**config.mk**
```make
export PLATFORM = sky130hd
export DESIGN_NAME = text_vram_arbiter_flat
export DESIGN_NICKNAME = d
export VERILOG_FILES = /design/src/rtl/text_vram_pkg.sv /design/src/rtl/text_vram_arbiter_if.sv /design/src/rtl/text_vram_clear.sv /design/src/rtl/text_vram_arbiter.sv /design/src/flat_wrapper.sv
export SDC_FILE = /design/constraint.sdc
export NUM_CORES = 1
export LEC_CHECK = 0
export BUFFER_PORTS_ARGS = -buffer_cell sky130_fd_sc_hd__buf_2
export CORE_ASPECT_RATIO = 0.75
export CORE_MARGIN = 4
export CORE_UTILIZATION = 41
export CTS_BUF_LIST = sky130_fd_sc_hd__clkbuf_8
export DETAILED_ROUTE_END_ITERATION = 6
export PLACE_DENSITY = 0.78
export SLEW_MARGIN = 15
export SYNTH_ARGS = -nofsm -noshare
export SYNTH_HDL_FRONTEND = slang
export SYNTH_SLANG_ARGS = --single-unit
```
**constraint.sdc**
```tcl
create_clock -name Clk -period 1.37 [get_ports Clk]
set_input_delay 0.0685 -clock Clk [delete_from_list [all_inputs] [get_ports Clk]]
set_output_delay 0.0685 -clock Clk [all_outputs]
set_load 0.01 [all_outputs]
```
**src/rtl/text_vram_pkg.sv**
```systemverilog
// Shared constants and types for the text VRAM arbiter.
// Screen geometry: 80x30 characters packed four ASCII codes per 32-bit word.
package text_vram_pkg;

  localparam int unsigned COLS           = 80;
  localparam int unsigned ROWS           = 30;
  localparam int unsigned CHARS_PER_WORD = 4;
  localparam int unsigned VRAM_DEPTH     = (COLS * ROWS) / CHARS_PER_WORD;
  localparam logic [31:0] CLEAR_WORD     = 32'h2020_2020;

  // Host transfer sequencer states
  typedef enum logic [1:0] {
    H_IDLE = 2'd0,
    H_RD   = 2'd1,
    H_DONE = 2'd2
  } host_state_e;

endpackage

```
**src/rtl/text_vram_arbiter_if.sv**
```systemverilog
// Avalon-MM host port of the text VRAM arbiter.
//   master : host side (drives read/write/address/byteenable/writedata)
//   slave  : arbiter side (drives readdata/waitrequest)
interface text_vram_arbiter_if #(
  parameter int unsigned ADDR_W = 10
);

  logic              read;
  logic              write;
  logic [ADDR_W-1:0] address;
  logic [3:0]        byteenable;
  logic [31:0]       writedata;
  logic [31:0]       readdata;
  logic              waitrequest;

  modport master (
    output read, write, address, byteenable, writedata,
    input  readdata, waitrequest
  );

  modport slave (
    input  read, write, address, byteenable, writedata,
    output readdata, waitrequest
  );

endinterface

```
**src/rtl/text_vram_clear.sv**
```systemverilog
// Clear-engine sequencer: walks word addresses 0..DEPTH-1 while busy,
// advancing only on cycles where the arbiter grants it the VRAM port.
// A start seen while the host is mid-transfer is remembered and launched
// once the host returns to idle; a start while busy is dropped.
//   clk, rst_n : clock, async active-low reset
//   start      : clear request pulse
//   host_idle  : host sequencer is in H_IDLE
//   grant      : VRAM port granted to the clear engine this cycle
//   req        : clear engine wants the VRAM port
//   addr       : word address to write
//   busy       : clear in progress
module text_vram_clear
  import text_vram_pkg::*;
#(
  parameter int unsigned ADDR_W = 10,
  parameter int unsigned DEPTH  = VRAM_DEPTH
) (
  input  logic              clk,
  input  logic              rst_n,
  input  logic              start,
  input  logic              host_idle,
  input  logic              grant,
  output logic              req,
  output logic [ADDR_W-1:0] addr,
  output logic              busy
);

  localparam logic [ADDR_W-1:0] LAST_ADDR = ADDR_W'(DEPTH - 1);

  logic              busy_q;
  logic              pend_q;
  logic [ADDR_W-1:0] cnt_q;

  // Busy/pending/counter sequencing
  always_ff @(posedge clk or negedge rst_n) begin
    if (!rst_n) begin
      busy_q <= 1'b0;
      pend_q <= 1'b0;
      cnt_q  <= '0;
    end else if (busy_q) begin
      if (grant) begin
        if (cnt_q == LAST_ADDR) begin
          busy_q <= 1'b0;
        end else begin
          cnt_q <= cnt_q + 1'b1;
        end
      end
    end else if ((start || pend_q) && host_idle) begin
      busy_q <= 1'b1;
      pend_q <= 1'b0;
      cnt_q  <= '0;
    end else if (start) begin
      pend_q <= 1'b1;
    end
  end

  assign req  = busy_q;
  assign addr = cnt_q;
  assign busy = busy_q;

endmodule

```
**src/rtl/text_vram_arbiter.sv**
```systemverilog
// Single-port text VRAM arbiter. One VRAM access per cycle with priority
// display > clear engine > host. The display path has a fixed 2-cycle read
// latency; the host is stalled through avl.waitrequest.
// Optional clear engine is built only when TEXT_VRAM_CLEAR_EN is defined;
// otherwise clear_start is ignored and clear_busy is tied low.
// Ports:
//   Clk, Reset           : clock, async active-low reset
//   disp_req/addr        : draw-pipeline read request (never stalled)
//   disp_valid/rdata     : draw-pipeline read return, 2 cycles after request
//   avl                  : Avalon-MM host slave port (interface)
//   clear_start/busy     : clear engine control/status
//   ram_addr/we/be/wdata : VRAM macro command (combinational, same cycle)
//   ram_rdata            : VRAM read data, 1-cycle synchronous latency
module text_vram_arbiter
  import text_vram_pkg::*;
#(
  parameter int unsigned ADDR_W     = 10,
  parameter int unsigned DEPTH      = VRAM_DEPTH,
  parameter logic [31:0] CLEAR_FILL = CLEAR_WORD
) (
  input  logic                Clk,
  input  logic                Reset,
  input  logic                disp_req,
  input  logic [ADDR_W-1:0]   disp_addr,
  output logic                disp_valid,
  output logic [31:0]         disp_rdata,
  text_vram_arbiter_if.slave  avl,
  input  logic                clear_start,
  output logic                clear_busy,
  output logic [ADDR_W-1:0]   ram_addr,
  output logic                ram_we,
  output logic [3:0]          ram_be,
  output logic [31:0]         ram_wdata,
  input  logic [31:0]         ram_rdata
);

  // DEPTH must be below 2**ADDR_W for the range compare to be meaningful
  localparam logic [ADDR_W-1:0] DEPTH_A = ADDR_W'(DEPTH);

  host_state_e       state, state_next;
  logic [ADDR_W-1:0] last_addr;
  logic              host_issue;
  logic              host_rd;
  logic              rd_oor;
  logic              disp_p1_valid;
  logic              disp_p1_oor;
  logic              clear_req;
  logic              clear_grant;
  logic [ADDR_W-1:0] clear_addr;

  // A simultaneous read+write is treated as a read
  assign host_rd = avl.read;

`ifdef TEXT_VRAM_CLEAR_EN
  text_vram_clear #(
    .ADDR_W (ADDR_W),
    .DEPTH  (DEPTH)
  ) u_clear (
    .clk       (Clk),
    .rst_n     (Reset),
    .start     (clear_start),
    .host_idle (state == H_IDLE),
    .grant     (clear_grant),
    .req       (clear_req),
    .addr      (clear_addr),
    .busy      (clear_busy)
  );
`else
  logic unused_clear;
  assign clear_req    = 1'b0;
  assign clear_addr   = '0;
  assign clear_busy   = 1'b0;
  assign unused_clear = ^{clear_start, clear_grant};
`endif

  // Host FSM state register
  always_ff @(posedge Clk or negedge Reset) begin
    if (!Reset) begin
      state <= H_IDLE;
    end else begin
      state <= state_next;
    end
  end

  // Port arbitration, VRAM command and host next-state
  always_comb begin
    state_next  = state;
    ram_addr    = last_addr;
    ram_we      = 1'b0;
    ram_be      = 4'h0;
    ram_wdata   = 32'h0;
    host_issue  = 1'b0;
    clear_grant = 1'b0;

    if (disp_req) begin
      ram_addr = disp_addr;
    end else if (clear_req) begin
      clear_grant = 1'b1;
      ram_addr    = clear_addr;
      ram_we      = 1'b1;
      ram_be      = 4'hF;
      ram_wdata   = CLEAR_FILL;
    end else if ((state == H_IDLE) && (avl.read || avl.write)) begin
      host_issue = 1'b1;
      ram_addr   = avl.address;
      if (!host_rd) begin
        // Out-of-range writes complete on the bus but never touch the RAM
        ram_we    = (avl.address < DEPTH_A);
        ram_be    = avl.byteenable;
        ram_wdata = avl.writedata;
      end
    end

    case (state)
      H_IDLE:  if (host_issue) state_next = host_rd ? H_RD : H_DONE;
      H_RD:    state_next = H_DONE;
      H_DONE:  state_next = H_IDLE;
      default: state_next = H_IDLE;
    endcase
  end

  assign avl.waitrequest = (avl.read || avl.write) && (state != H_DONE);

  // Address hold register and host read capture
  always_ff @(posedge Clk or negedge Reset) begin
    if (!Reset) begin
      last_addr    <= '0;
      rd_oor       <= 1'b0;
      avl.readdata <= 32'h0;
    end else begin
      last_addr <= ram_addr;
      if (host_issue) begin
        rd_oor <= (avl.address >= DEPTH_A);
      end
      if (state == H_RD) begin
        avl.readdata <= rd_oor ? 32'h0 : ram_rdata;
      end
    end
  end

  // Two-stage display return pipe: RAM latency stage then output register
  always_ff @(posedge Clk or negedge Reset) begin
    if (!Reset) begin
      disp_p1_valid <= 1'b0;
      disp_p1_oor   <= 1'b0;
      disp_valid    <= 1'b0;
      disp_rdata    <= 32'h0;
    end else begin
      disp_p1_valid <= disp_req;
      disp_p1_oor   <= (disp_addr >= DEPTH_A);
      disp_valid    <= disp_p1_valid;
      if (disp_p1_valid) begin
        disp_rdata <= disp_p1_oor ? 32'h0 : ram_rdata;
      end
    end
  end

endmodule
```
**src/flat_wrapper.sv**
```systemverilog
// flat-port wrapper written by rule: the top's interface ports become plain ports
module text_vram_arbiter_flat import text_vram_pkg::*;
#(
  parameter int unsigned ADDR_W     = 10,
  parameter int unsigned DEPTH      = VRAM_DEPTH,
  parameter logic [31:0] CLEAR_FILL = CLEAR_WORD
)
  (Clk, Reset, disp_req, disp_addr, disp_valid, disp_rdata, clear_start, clear_busy, ram_addr, ram_we, ram_be, ram_wdata, ram_rdata, avl_read, avl_write, avl_address, avl_byteenable, avl_writedata, avl_readdata, avl_waitrequest);
  text_vram_arbiter_if #(.ADDR_W(ADDR_W)) avl_i ();
  input  logic Clk;
  input  logic Reset;
  input  logic disp_req;
  input  logic [ADDR_W-1:0] disp_addr;
  output logic disp_valid;
  output logic [31:0] disp_rdata;
  input  logic clear_start;
  output logic clear_busy;
  output logic [ADDR_W-1:0] ram_addr;
  output logic ram_we;
  output logic [3:0] ram_be;
  output logic [31:0] ram_wdata;
  input  logic [31:0] ram_rdata;
  input wire logic [$bits(avl_i.read)-1:0] avl_read;
  input wire logic [$bits(avl_i.write)-1:0] avl_write;
  input wire logic [$bits(avl_i.address)-1:0] avl_address;
  input wire logic [$bits(avl_i.byteenable)-1:0] avl_byteenable;
  input wire logic [$bits(avl_i.writedata)-1:0] avl_writedata;
  output wire logic [$bits(avl_i.readdata)-1:0] avl_readdata;
  output wire logic [$bits(avl_i.waitrequest)-1:0] avl_waitrequest;
  assign avl_i.read = avl_read;
  assign avl_i.write = avl_write;
  assign avl_i.address = avl_address;
  assign avl_i.byteenable = avl_byteenable;
  assign avl_i.writedata = avl_writedata;
  assign avl_readdata = avl_i.readdata;
  assign avl_waitrequest = avl_i.waitrequest;
  text_vram_arbiter #(.ADDR_W(ADDR_W), .DEPTH(DEPTH), .CLEAR_FILL(CLEAR_FILL)) u_core (.Clk(Clk), .Reset(Reset), .disp_req(disp_req), .disp_addr(disp_addr), .disp_valid(disp_valid), .disp_rdata(disp_rdata), .avl(avl_i), .clear_start(clear_start), .clear_busy(clear_busy), .ram_addr(ram_addr), .ram_we(ram_we), .ram_be(ram_be), .ram_wdata(ram_wdata), .ram_rdata(ram_rdata));
endmodule
```
==> results.cfg, run 1 <==
[status]
status = finished, violations left
violations = negative setup slack

[floorplanning]
die_y_um = 90.3
io_pins = 208
die-area_um2 = 10600
initial_utilization_pct = 42.9
core-area_um2 = 8640
num_rows = 29
die-width_um = 118

[clock_network]
cts_tree = yes
cts-buffers-inserted = 9
cts.sink_count = 80
htree_levels = 3
clk_pin_slew_ns = 0.08
clkLatencyLatePin_ns = 0.34
clockBufferDepth = 2
cts_root_buf = clkbuf_8

[yosys]
ys_warn_count = 0
yosysUniqueCellTypes = 27
netlist_top_cells_area = dfrtp_1 54%, o21ai_0 10%, nand3b_1 6.5%
synth_edf_count = 0
syn_nets = 494
synth_area_leader_cell = dfrtp_1
ys_top_cells_by_count = 80 x dfrtp_1, 74 x o21ai_0, 36 x and2_1, 34 x inv_1, 34 x nand2b_1
yosysMostFrequentCell = dfrtp_1
synth_area_um2 = 3700
ys_seq_area_share_pct = 54.1
synth_flop_cell = dfrtp_1
ys_ff_latch = 80
synth_top_area_share_pct = 54.1
syn-instance-count = 400
syn_area_per_cell_um2 = 9.26
synthArstFlopShare_pct = 100

[placed_design]
portBuffers = 205
dp_hpwl_um = 8530
gp_congestion = 0.890
placed_area_um2 = 4900

[final_layout]
stdcell_area_um2 = 6000
fin_util_pct = 69.5
fin_nets = 743
area_growth_pct = 62.0
post_route_cells_drive_above_1_share_pct = 45.1

[routing]
route.detailed.drc = 0
vias_per_cell = 5.04
routed_wl_um = 12500
first_pass_iters = 4
vias = 3838
drt_iter0_markers = 223
wl_per_cell_um = 16.4
postRouteAntennaNets = 0

[hold_path]
hp-start = disp_addr[7]
hp-class = input port to flip-flop

[sta]
setup_tns_ns = -23.42
grt_setup_unrepaired = true
setup_slack_ns = -0.565
max_freq_ghz = 0.517
fin_skew_ns = 0.00824
setup-violations-final = 55
hold_violations = 0
holdWs_ns = 0.00200
tightestPinTransition_ns = 0.926
timing.final.crit_period_ns = 1.94
finalCritPeriodShare_pct = 141
slew_violations = 0
slew_headroom_pct = 38.2

[critical_path]
crit_required_ns = 1.30
crit_start = u_core.state[0]$_DFFE_PN0P_
crit_path_end = ram_wdata[31]
worst_setup_path_start_kind = flip-flop
arrival_ns = 1.87
r2r-end = u_core.rd_oor$_DFFE_PN0P_
critical_path_class = flip-flop to output port
reg2reg_from = u_core.state[0]$_DFFE_PN0P_
endpoint_kind = output port
reg2regPathDepth = 4
critical_path_peak_fanout = 13
r2r_slack_ns = -0.12

[pwr]
p_per_area_nw_per_um2 = 1160
power_mw = 6.96
p_leak_nw = 3.04
vdd_drop_max_mv = 0.543

[grt]
grt.total_usage_pct = 22.2
grt_pass1_vias = 3857
grt_first_pass_wirelength_um = 19300
grt_max_degree = 59
grt_antenna_before_repair = 0
overflow = 0

[run]
cap_viol_max_count = 0
## repair_timing
item / in CTS / in global routing
setup buffers: 6 / 3
gates resized for setup: 32 / 64
pin swaps: 12 / 16
hold buffers: 37 / 0
endpoints found under the setup margin: 48 / 55
endpoints found under the hold margin: 138 / 0
cloned: 2 / 1
## cell families (layout without fill, tap and decap cells)
family / Yosys count / count (layout) / share of synthesized area (%)
simple gates: 164 / 164 / 25.6
compound gates: 89 / 89 / 12.6
flops: 80 / 80 / 54.1
buf+inv: 65 / 317 / 7.30
other cells: 1 / 2 / 0.101
mux: 1 / 1 / 0.304
## placed cells by master, fill, tap and decap left out, drive strengths merged, types with 10 or more instances in the layout
master         n
a31oi         10
and2          36
buf          232
clkbuf        11
dfrtp         80
dlygate4sd3   36
inv           34
nand2         32
nand2b        34
nand3         10
nand3b        32
nor2          13
o21ai         74
## per-stage QoR
step	setup WS, ns	cells
finish	-0.565	761
CTS	-0.498	758
floorplan	-0.0260	400
detailed placement	-0.159	699
global route	-0.634	760
global placement	-0.119	699
## cell type report
class                           count  area [um2]
Sequential cell                    80        2000
Timing Repair Buffer              269        1810
Antenna cell                        1        2.50
Tap cell                          108         135
Clock inverter                      4        70.1
Clock buffer                       10         138
Inverter                           34         128
Fill cell                         647        2640
Multi-Input combinational cell    255        1710
## routing by layer
metal | track usage, % | share of wire [%] | up-vias
li1 | - | - | 1800
met1 | 26.9 | 39 | 1827
met2 | 38.5 | 51 | 184
met3 | 5.95 | 7.1 | 27
met4 | 7.12 | 2.5 | 0
met5 | 0 | 0 | -
## sequential cells by signal, indices dropped and copies added, names as in the netlist
name,count
u_core.last_addr,10
u_core.disp_rdata,32
u_core.rd_oor,1
u_core.disp_p1_oor,1
u_core.state,2
u_core.disp_valid,1
u_core.disp_p1_valid,1
u_core.avl.readdata,32
## worst max-delay path: stages, from the launching register on
cell	delay, ns
dfrtp_1	0.40
or2_4	0.28
nor4b_4	0.25
buf_4	0.19
clkbuf_16	0.15
and2_1	0.15
buf_6	0.11
## where the power goes
group / internal [mW] / leakage, nW / switching, mW
combinational: 0.983 / 1.93 / 1.11
clock: 1.05 / 0.108 / 0.803
sequential: 2.78 / 1.01 / 0.237
total: 4.81 / 3.04 / 2.15
## worst min-delay path by stage
stage / end / slack, ns / cells past startpoint
5_1_grt: u_core.avl.readdata[10]$_DFFE_PN0P_ / 0.005 / 3
4_1_cts: u_core.avl.readdata[10]$_DFFE_PN0P_ / 0.0006 / 3
3_5_place_dp: u_core.avl.readdata[19]$_DFFE_PN0P_ / -0.05 / 1
6_report: u_core.disp_p1_oor$_DFF_PN0_ / 0.002 / 2
3_3_place_gp: u_core.avl.readdata[19]$_DFFE_PN0P_ / -0.04 / 1
2_1_floorplan: u_core.avl.readdata[0]$_DFFE_PN0P_ / -0.23 / 0
(Power assumes the default switching activity.)
==> run 2: changes to the inputs <==
--- a/config.mk
+++ b/config.mk
@@ -15,4 +15,5 @@
 export SLEW_MARGIN = 15
 export SYNTH_ARGS = -nofsm -noshare
 export SYNTH_HDL_FRONTEND = slang
+export SYNTH_HIERARCHICAL = 1
 export SYNTH_SLANG_ARGS = --single-unit
==> results.cfg, run 2 <==
[status]
status = finished, violations left
violations = negative setup slack

[critical_path]
worst_setup_path_start_kind = flip-flop
cp_cell_sequence = or2_4 -> buf_4 -> buf_12 -> o21ai_4 -> a31oi_2 -> buf_2
cpLargestDelayFamily = buffers and inverters
endpoint_kind = output port
crit_required_ns = 1.30
arrival_ns = 1.84
cp_num_buf_inv = 3
cpMaxStageDelayCell = dfrtp_1
critical_path_peak_fanout = 6
critPathMaxStageDelay_ns = 0.39
critical_path_class = flip-flop to output port
r2r_slack_ns = -0.43

[pwr]
pwr-share-comb_pct = 30.9
p_leak_nw = 3.05
power_mw = 7.15
p_per_area_nw_per_um2 = 1190
p_switching_mw = 2.27
clockPowerShare_pct = 27.0
vdd_drop_max_mv = 0.646
sw_frac_of_total_pct = 31.7
internal_power_mw = 4.88
seqPwrFrac_pct = 42.1

[yosys]
ys_top_cells_by_count = 80 x dfrtp_1, 74 x o21ai_0, 36 x and2_1, 34 x inv_1, 34 x nand2b_1
synth_area_leader_cell = dfrtp_1
synthArstFlopShare_pct = 100
synth_area_um2 = 3720
netlist_top_cells_area = dfrtp_1 54%, o21ai_0 10%, nand3b_1 6.5%
synth_edf_count = 0
yosysMostFrequentCell = dfrtp_1
ys_warn_count = 6
syn-instance-count = 400
synth_flop_cell = dfrtp_1
ys_seq_area_share_pct = 53.9
ys_ff_latch = 80
synth_top_area_share_pct = 53.9
syn_nets = 494
syn_area_per_cell_um2 = 9.29
yosysUniqueCellTypes = 28

[sta]
hold_violations = 0
setup-violations-final = 58
grt_setup_unrepaired = true
tightestPinTransition_ns = 0.995
timing.final.crit_period_ns = 1.91
finalCritPeriodShare_pct = 139
fin_skew_ns = 0.0106
setup_slack_ns = -0.538
max_freq_ghz = 0.524
slew_violations = 0
holdWs_ns = 0.0586
slew_headroom_pct = 33.6
setup_tns_ns = -24.38

[clock_network]
clkLatencyLatePin_ns = 0.34
htree_levels = 3
cts-buffers-inserted = 9
clockBufferDepth = 2
cts_tree = yes
cts_root_buf = clkbuf_8
clk_pin_slew_ns = 0.09
cts.sink_count = 80

[routing]
drt_iter0_markers = 247
postRouteAntennaNets = 0
first_pass_iters = 5
wl_per_cell_um = 17.4
vias = 3847
vias_per_cell = 5.03
route.detailed.drc = 0
routed_wl_um = 13300

[final_layout]
layout_commonest_cell = buf_2
layout_common_cells = 196 x buf_2, 79 x dfrtp_1, 64 x o21ai_0
area_growth_pct = 61.5
fin_util_pct = 69.5
reg.largest.list = u_core/avl.readdata: 32 flops, u_core/disp_rdata: 32 flops, u_core/last_addr: 10 flops
fin_nets = 746
diodes = 0
post_route_cells_drive_above_1_share_pct = 43.4

[floorplanning]
num_rows = 29
die-area_um2 = 10700
core-area_um2 = 8640
initial_utilization_pct = 43.0
io_pins = 208
die-width_um = 118
die_y_um = 90.5

[placed_design]
gp_congestion = 0.803
dp_hpwl_um = 8120
portBuffers = 205

[grt]
grt_first_pass_wirelength_um = 19600
grt_pass1_vias = 3857
grt_antenna_before_repair = 0
grt_max_degree = 81
overflow = 0
grt.total_usage_pct = 22.6

[hold_path]
hp-class = input port to flip-flop

[run]
cap_viol_max_count = 0
run 2: power groups by stage:
stage	clock [mW]	sequential (mW)	combinational, mW
2_1_floorplan	0	3.20	0.676
6_report	1.93	3.01	2.21
4_1_cts	1.96	3.00	2.02
3_5_place_dp	0	3.03	1.76
3_3_place_gp	0	3.01	1.71
5_1_grt	2.08	3.07	2.40
run 2: cell type report:
cell class | instances | area (um2)
well taps | 108 | 135
clock buffers | 10 | 138
flip-flops and latches | 80 | 2000
fillers | 612 | 2630
multi-input cells | 255 | 1750
inverters | 34 | 128
clock inverters | 6 | 83.8
repair buffers | 272 | 1760
run 2: worst paths after layout:
kind                            cells past startpoint                                  end                           startpoint
worst min register to register                      2  u_core/avl.readdata[11]$_DFFE_PN0P_  u_core/avl.readdata[11]$_DFFE_PN0P_
min in group asynchronous                           3    u_core/disp_rdata[29]$_DFFE_PN0P_                                Reset
max in group asynchronous                           3       u_core/disp_p1_valid$_DFF_PN0_                                Reset
worst min-delay path                                3        u_core/last_addr[9]$_DFF_PN0_                       avl_address[9]
worst max-delay path                                6                          ram_addr[8]          u_core/state[0]$_DFFE_PN0P_
worst max register to register                      8        u_core/last_addr[7]$_DFF_PN0_          u_core/state[0]$_DFFE_PN0P_
run 2: logic make-up (layout without fill, tap and decap cells):
kind of cell / count (synthesis) / count (layout) / share of synthesized area (%)
simple gates: 164 / 164 / 25.8
compound gates: 89 / 89 / 12.6
flops: 80 / 80 / 53.9
buf+inv: 65 / 322 / 7.34
other cells: 1 / 1 / 0.101
mux: 1 / 1 / 0.303
run 2: worst min-delay path, stage by stage:
cell and delay (ns):
buf_2 0.12, nand3_4 0.06, a31oi_4 0.09
run 2: routing by layer:
layer  vias up  part of all wire [%]  global-route usage [%]
met5         -                     0                       0
met4         0                   1.9                    5.76
met3        26                   9.2                    7.58
met2       208                    49                    37.0
met1      1813                    40                    28.8
li1       1800                     -                       -
run 2: metrics by stage:
| stage | worst slack [ns] | area [um2] | std cells |
|---|---|---|---|
| 6_report | -0.538 | 6000 | 765 |
| 5_1_grt | -0.591 | 6000 | 765 |
| 4_1_cts | -0.490 | 5770 | 763 |
| 3_5_place_dp | -0.141 | 4910 | 698 |
| 3_3_place_gp | -0.0526 | 4910 | 698 |
| 2_1_floorplan | 0.00100 | 3720 | 400 |
run 2: what timing repair did:
item                       in CTS  in global routing
gates cloned                    1                  0
hold endpoints to repair      141                  0
setup endpoints to repair      47                 59
setup buffers                  12                  2
pin swaps                      10                  7
hold buffers                   36                  0
gates resized for setup        47                 36
